--- config.mk ---
export PLATFORM = sky130hd
export DESIGN_NAME = inst_fetch_queue
export DESIGN_NICKNAME = d
export VERILOG_FILES = /design/src/rtl/inst_fetch_queue.sv
export SDC_FILE = /design/constraint.sdc
export NUM_CORES = 1
export LEC_CHECK = 0
export CAP_MARGIN = 25
export CORE_UTILIZATION = 55
export CTS_CLUSTER_DIAMETER = 80
export DETAILED_ROUTE_END_ITERATION = 8
export PLACE_DENSITY = 0.85
export SETUP_SLACK_MARGIN = 0.5
export SYNTH_ARGS = -nofsm -noshare
export SYNTH_HDL_FRONTEND = slang
export SYNTH_SLANG_ARGS = --single-unit
--- constraint.sdc ---
create_clock -name clk -period 6.9 [get_ports clk]
set_clock_uncertainty 0.05 [all_clocks]
set_input_delay 1.035 -clock clk [delete_from_list [all_inputs] [get_ports clk]]
set_output_delay 1.035 -clock clk [all_outputs]
set_load 0.005 [all_outputs]
--- src/rtl/inst_fetch_queue.sv ---
// FWFT instruction queue between fetch and decode; push-to-head latency is one cycle, with no bypass.
// Backpressure: in_ready drops when full or flushing, and stall_req warns one entry early.
module inst_fetch_queue #(
  parameter int RWIDTH = 32,
  parameter int AWIDTH = 6,
  parameter int DEPTH  = 4
) (
  input  logic                     clk,
  input  logic                     rst,
  input  logic                     flush,
  input  logic                     in_valid,
  input  logic [RWIDTH-1:0]        in_data,
  input  logic [AWIDTH-1:0]        in_addr,
  output logic                     in_ready,
  output logic                     out_valid,
  input  logic                     out_ready,
  output logic [RWIDTH-1:0]        out_data,
  output logic [AWIDTH-1:0]        out_addr,
  output logic [5:0]               out_opcode,
  output logic [4:0]               out_rs,
  output logic [4:0]               out_rt,
  output logic [4:0]               out_rd,
  output logic [31:0]              out_imm,
  output logic                     stall_req,
  output logic [$clog2(DEPTH):0]   count
);

  localparam int PW = $clog2(DEPTH);
  localparam int CW = PW + 1;

  logic [RWIDTH-1:0] mem_data [DEPTH];
  logic [AWIDTH-1:0] mem_addr [DEPTH];
  logic [PW-1:0]     wr_ptr;
  logic [PW-1:0]     rd_ptr;
  logic              push;
  logic              pop;

  assign in_ready  = (count != CW'(DEPTH)) & ~flush;
  assign out_valid = (count != '0);
  assign stall_req = (count >= CW'(DEPTH - 1));
  assign push      = in_valid & in_ready;
  assign pop       = out_valid & out_ready & ~flush;

  always_ff @(posedge clk) begin
    if (rst || flush) begin
      count  <= '0;
      wr_ptr <= '0;
      rd_ptr <= '0;
    end else begin
      if (push) wr_ptr <= wr_ptr + PW'(1);
      if (pop)  rd_ptr <= rd_ptr + PW'(1);
      case ({push, pop})
        2'b10:   count <= count + CW'(1);
        2'b01:   count <= count - CW'(1);
        default: count <= count;
      endcase
    end
  end

  // Storage is not reset; only the pointers and occupancy define what is live.
  always_ff @(posedge clk) begin
    if (!rst && push) begin
      mem_data[wr_ptr] <= in_data;
      mem_addr[wr_ptr] <= in_addr;
    end
  end

  assign out_data   = out_valid ? mem_data[rd_ptr] : '0;
  assign out_addr   = out_valid ? mem_addr[rd_ptr] : '0;
  assign out_opcode = out_data[31:26];
  assign out_rs     = out_data[25:21];
  assign out_rt     = out_data[20:16];
  assign out_rd     = out_data[15:11];
  assign out_imm    = {{16{out_data[15]}}, out_data[15:0]};

endmodule

Yosys cells after proc, flatten, opt, wreduce, memory -nomap -nowiden. Memories as Yosys holds them, arrays and structs flattened. A register that Yosys moved wholly into a read port is not among the register bits. Index checks and enable logic that the tools add are counted.

Equality and inequality tests: 3. $add $sub $neg: 4. Multipliers: 0. Muxes and demuxes: 9. Shifts and indexed selects: 0. Reductions and logical operators: 5. $lt $le $gt $ge: 1. Div/mod/pow operators: 0. Bitwise gates (word level): 5.

Operators by type and width (number): $mux 32 (1); $mux 2 (4); $mux 6 (1); $pmux 3 s2 (1); $add 2x1->2 const B (2); $and 1x1->1 (4); $add 3x1->3 const B (1); $ge 3x2->1 const B (1); $ne 3x3->1 const B (1); $reduce_bool 3->1 (1); $sub 3x1->3 const B (1); $eq 2x1->1 const B (1); $eq 2x2->1 const B (1); $mux 1 (2); $reduce_bool 2->1 (1); $logic_and 1x1->1 (1); $logic_not 1->1 (1); $logic_or 1x1->1 (1); $not 1->1 (1).

ROM bits: 0. Latch bits: 0. Memory bits (writable): 152. Flip-flop bits (word level): 7. Input bits: 43. Memories: 2. Output and inout bits: 97. Word-level logic and storage cells: 32.

Memories: mem_data (words 4, width 32, rd ports 1, clocked after memory_dff 1, write ports 1, RTL line 31) `logic [RWIDTH-1:0] mem_data [DEPTH];`; mem_addr (words 4, width 6, rd ports 1, clocked after memory_dff 1, write ports 1, RTL line 32) `logic [AWIDTH-1:0] mem_addr [DEPTH];`.

Logic depth before layout (Yosys ltp).
Word-level depth: 6. Mapped depth: 8.

Worst setup path after synthesis. OpenSTA, ideal clock, no wires.

Path kind: in2reg. Start point: in flush. End point: mem mem_addr[1][0], enable pin. Setup time: 0.489 ns. Arrival time: 4.190 ns. Path buffers: 0. Cell stages on the path: 2. Path slack: 2.171 ns. Cell sequence: nand3b_2 -> nor3b_1.

Cells in the longest elaborated chain, start to end: 6.

Ends and longest elaborated chain: from (decl) (RTL line 10) `input logic flush,`; $not 1->1 (RTL line 38) `assign in_ready = (count != CW'(DEPTH)) & ~flush;`; $and 1x1->1 (RTL line 38); $and 1x1->1 (RTL line 41) `assign push = in_valid & in_ready;`; $logic_and 1x1->1 (RTL line 62) `if (!rst && push) begin`; $mux 1 (RTL line 62); $mux 1 (implied by the code) (RTL line 64) `mem_addr[wr_ptr] <= in_addr;`; to (decl) (RTL line 32).

No other way between the ends.

==> qor.txt <==
Synth cell types -> 25
Power Total -> 2.13 mW
Internal -> 1.72 mW
CP Cell Sequence -> mux4_2, nor2b_1, buf_4, clkdlybuf4s50_1
Routed via count -> 3270
Min cycle time layout -> 3.85 ns
Crit path capture type -> primary output
CTS tree -> yes
Wire per inst -> 19.0 um
Vias in the first global route -> 3511
# resized after CTS -> 0
Final setup viols -> 0
Pwr per Cell Area -> 253 nW/um^2
Total Wirelength -> 11.5 mm
Comb power frac -> 5.0%
Critical path class -> reg2out
# nets final -> 498
Number of remaining DRC errors -> 14
CP Max Fanout -> 38
Core Util, Final -> 72.8%
Clock slew at reported path FFs -> 0.06 ns
Max Fclk -> 0.260 GHz
Share of cells above drive strength 1 -> 18.8%
Buffers on Ports -> 139
Violated checks -> DRC
RSZ-0062 raised after global routing -> false
Sw frac -> 19.5%
Crit start category -> flip-flop
Commonest non-fill, non-tap cell in the layout -> edfxtp_1
Syn Nets -> 399
P_sw -> 0.414 mW
Pins Over Slew Limit -> 0
Die Span X -> 112 um
#FFs+latches synth -> 161
Slew headroom -> 32.7%
Hold Buf Count CTS -> 0
Cell Area, Synth -> 6640 um^2
Number of setup buffers added after CTS -> 0
Arr. time, crit path -> 2.76 ns
GRT Total Usage -> 19.8%
Syn avg cell area -> 19.0 um^2
RePlAce Congestion -> 0.710
N_diodes -> 0
Routed Antenna Nets -> 0
Data required, critical path -> 5.81 ns
Bufs on Longest Clock Path -> 2
Initial antenna violation count -> 0
Largest net degree at the start of global routing -> 41
Die span in y -> 112 um
Flop pwr share -> 50.7%
Total of max-cap violations -> 0
Total global routing overflow -> 0
Htree depth -> 4
Synth-to-Final Area Change -> 26.8%
CTS buffer count -> 17
Status -> finished, violations left
Initial drt markers -> 175
IO Count -> 140
Cell count after synthesis -> 350
Crit share post-route -> 55.8%
Clock power frac -> 44.3%
Synth warnings -> 0
Starting Density -> 57.4%
Leak Pwr -> 2.67 nW
Row count -> 39
Worst Hold Class -> reg2reg
CP max-delay cell -> dfxtp_2
DPL Wire Length -> 6.81 mm
Worst stage delay on the critical path -> 0.99 ns
Post-synthesis sequential area ratio -> 71.5%
Final hold viol count -> 0
CTS Root Cell -> clkbuf_16
Latest clock arrival within the worst-skew pair -> 0.41 ns
Core area -> 11600 um^2
Most frequent cells in the layout -> 152 x edfxtp_1, 139 x clkdlybuf4s50_1, 39 x nor2b_1, 38 x mux4_2, 17 x clkbuf_16
Worst-Margin Slew -> 1.01 ns
First-pass GRT wire length -> 17.9 mm
Clk sinks -> 161
Maximum vdd ir drop -> 0.169 mV
Drt pass-1 iters -> 7
Post-route setup TNS -> 0 ns
Vias per std cell -> 5.40
Die ar. -> 12500 um^2
## stage by stage
step	hold slack, ns	worst slack (ns)	instance area (um^2)	std cells
detailed placement	0.422	2.91	7800	572
finish	0.427	3.05	8420	605
global route	0.455	2.86	8420	605
floorplan	0.409	2.17	6640	350
CTS	0.430	2.46	8410	604
global placement	0.413	3.01	7800	572
## layer usage
| metal | wire length [um] | vias up | global-route usage [%] | part of all wire [%] |
|---|---|---|---|---|
| met1 | 4530 | 1640 | 22.3 | 39 |
| met3 | 665 | 13 | 4.90 | 5.8 |
| met2 | 6110 | 119 | 35.9 | 53 |
| li1 | - | 1498 | - | - |
| met4 | 193 | 0 | 8.11 | 1.7 |
| met5 | 0 | - | 0 | 0 |
## power groups by stage
stage	sequential (mW)	combinational, mW	clock, mW
after floorplan	1.10	0.0451	0
after global placement	1.10	0.103	0
after detailed placement	1.10	0.106	0
after CTS	1.08	0.107	0.961
after global routing	1.08	0.113	1.00
final	1.08	0.106	0.944
## sequential cells by signal (all words and copies together), names as in the netlist, named ones only
name / flops
mem_data: 128
mem_addr: 24
count: 3
rd_ptr: 2
wr_ptr: 2
## worst paths after layout
kind                            cells past startpoint       from           to  slack (ns)
worst min register to register                      2  rd_ptr[1]    flip-flop        0.43
worst min-delay path                                2  rd_ptr[1]    flip-flop        0.43
worst max-delay path                                4  flip-flop  out_imm[17]        3.05
worst max register to register                      8   count[2]     count[2]        4.30
## layout make-up
class                           instances  area [um^2]
Multi-Input combinational cell        117         1420
Timing Repair Buffer                  146         1440
Sequential cell                       161         4750
Clock buffer                           17          425
Fill cell                             700         3150
Tap cell                              143          179
Inverter                                6         22.5
Clock inverter                         15          181
## Yosys cell counts, drive strengths merged
| master | count | share of area [%] |
|---|---|---|
| fa | 1 | 0.30 |
| ha | 5 | 0.94 |
| edfxtp | 152 | 69 |
| or2 | 1 | 0.094 |
| mux2i | 2 | 0.30 |
| or3b | 1 | 0.13 |
| buf | 60 | 6.8 |
| nor3b | 4 | 0.45 |
| a21oi | 3 | 0.23 |
| mux4 | 38 | 13 |
| a21o | 1 | 0.11 |
| nor2 | 7 | 0.40 |
| xor2 | 3 | 0.40 |
| inv | 6 | 0.34 |
| dfxtp | 9 | 2.7 |
| nand2 | 5 | 0.28 |
| o21ai | 2 | 0.15 |
| or3 | 2 | 0.19 |
| clkbuf | 6 | 0.34 |
| o31ai | 1 | 0.11 |
| nor3 | 1 | 0.15 |
| nor2b | 39 | 3.7 |
| nand3b | 1 | 0.17 |
## kinds of logic (layout without fill, tap and decap cells)
| group | after synthesis | count (layout) | share of synthesized area [%] |
|---|---|---|---|
| compound gates | 7 | 7 | 0.603 |
| buf+inv | 72 | 184 | 7.52 |
| simple gates | 61 | 61 | 5.54 |
| fa+ha+maj | 6 | 6 | 1.24 |
| xor+xnor | 3 | 3 | 0.396 |
| mux | 40 | 40 | 13.2 |
| flops | 161 | 161 | 71.5 |
## critical path, delay by kind of cell (launching register included)
kind	cells	cell delay (ns)
buffers and inverters	2	0.76
and+or+nand+nor	1	0.21
muxes	1	0.38
DFF	1	0.99
Note: power is estimated with default switching activity, not from simulation.
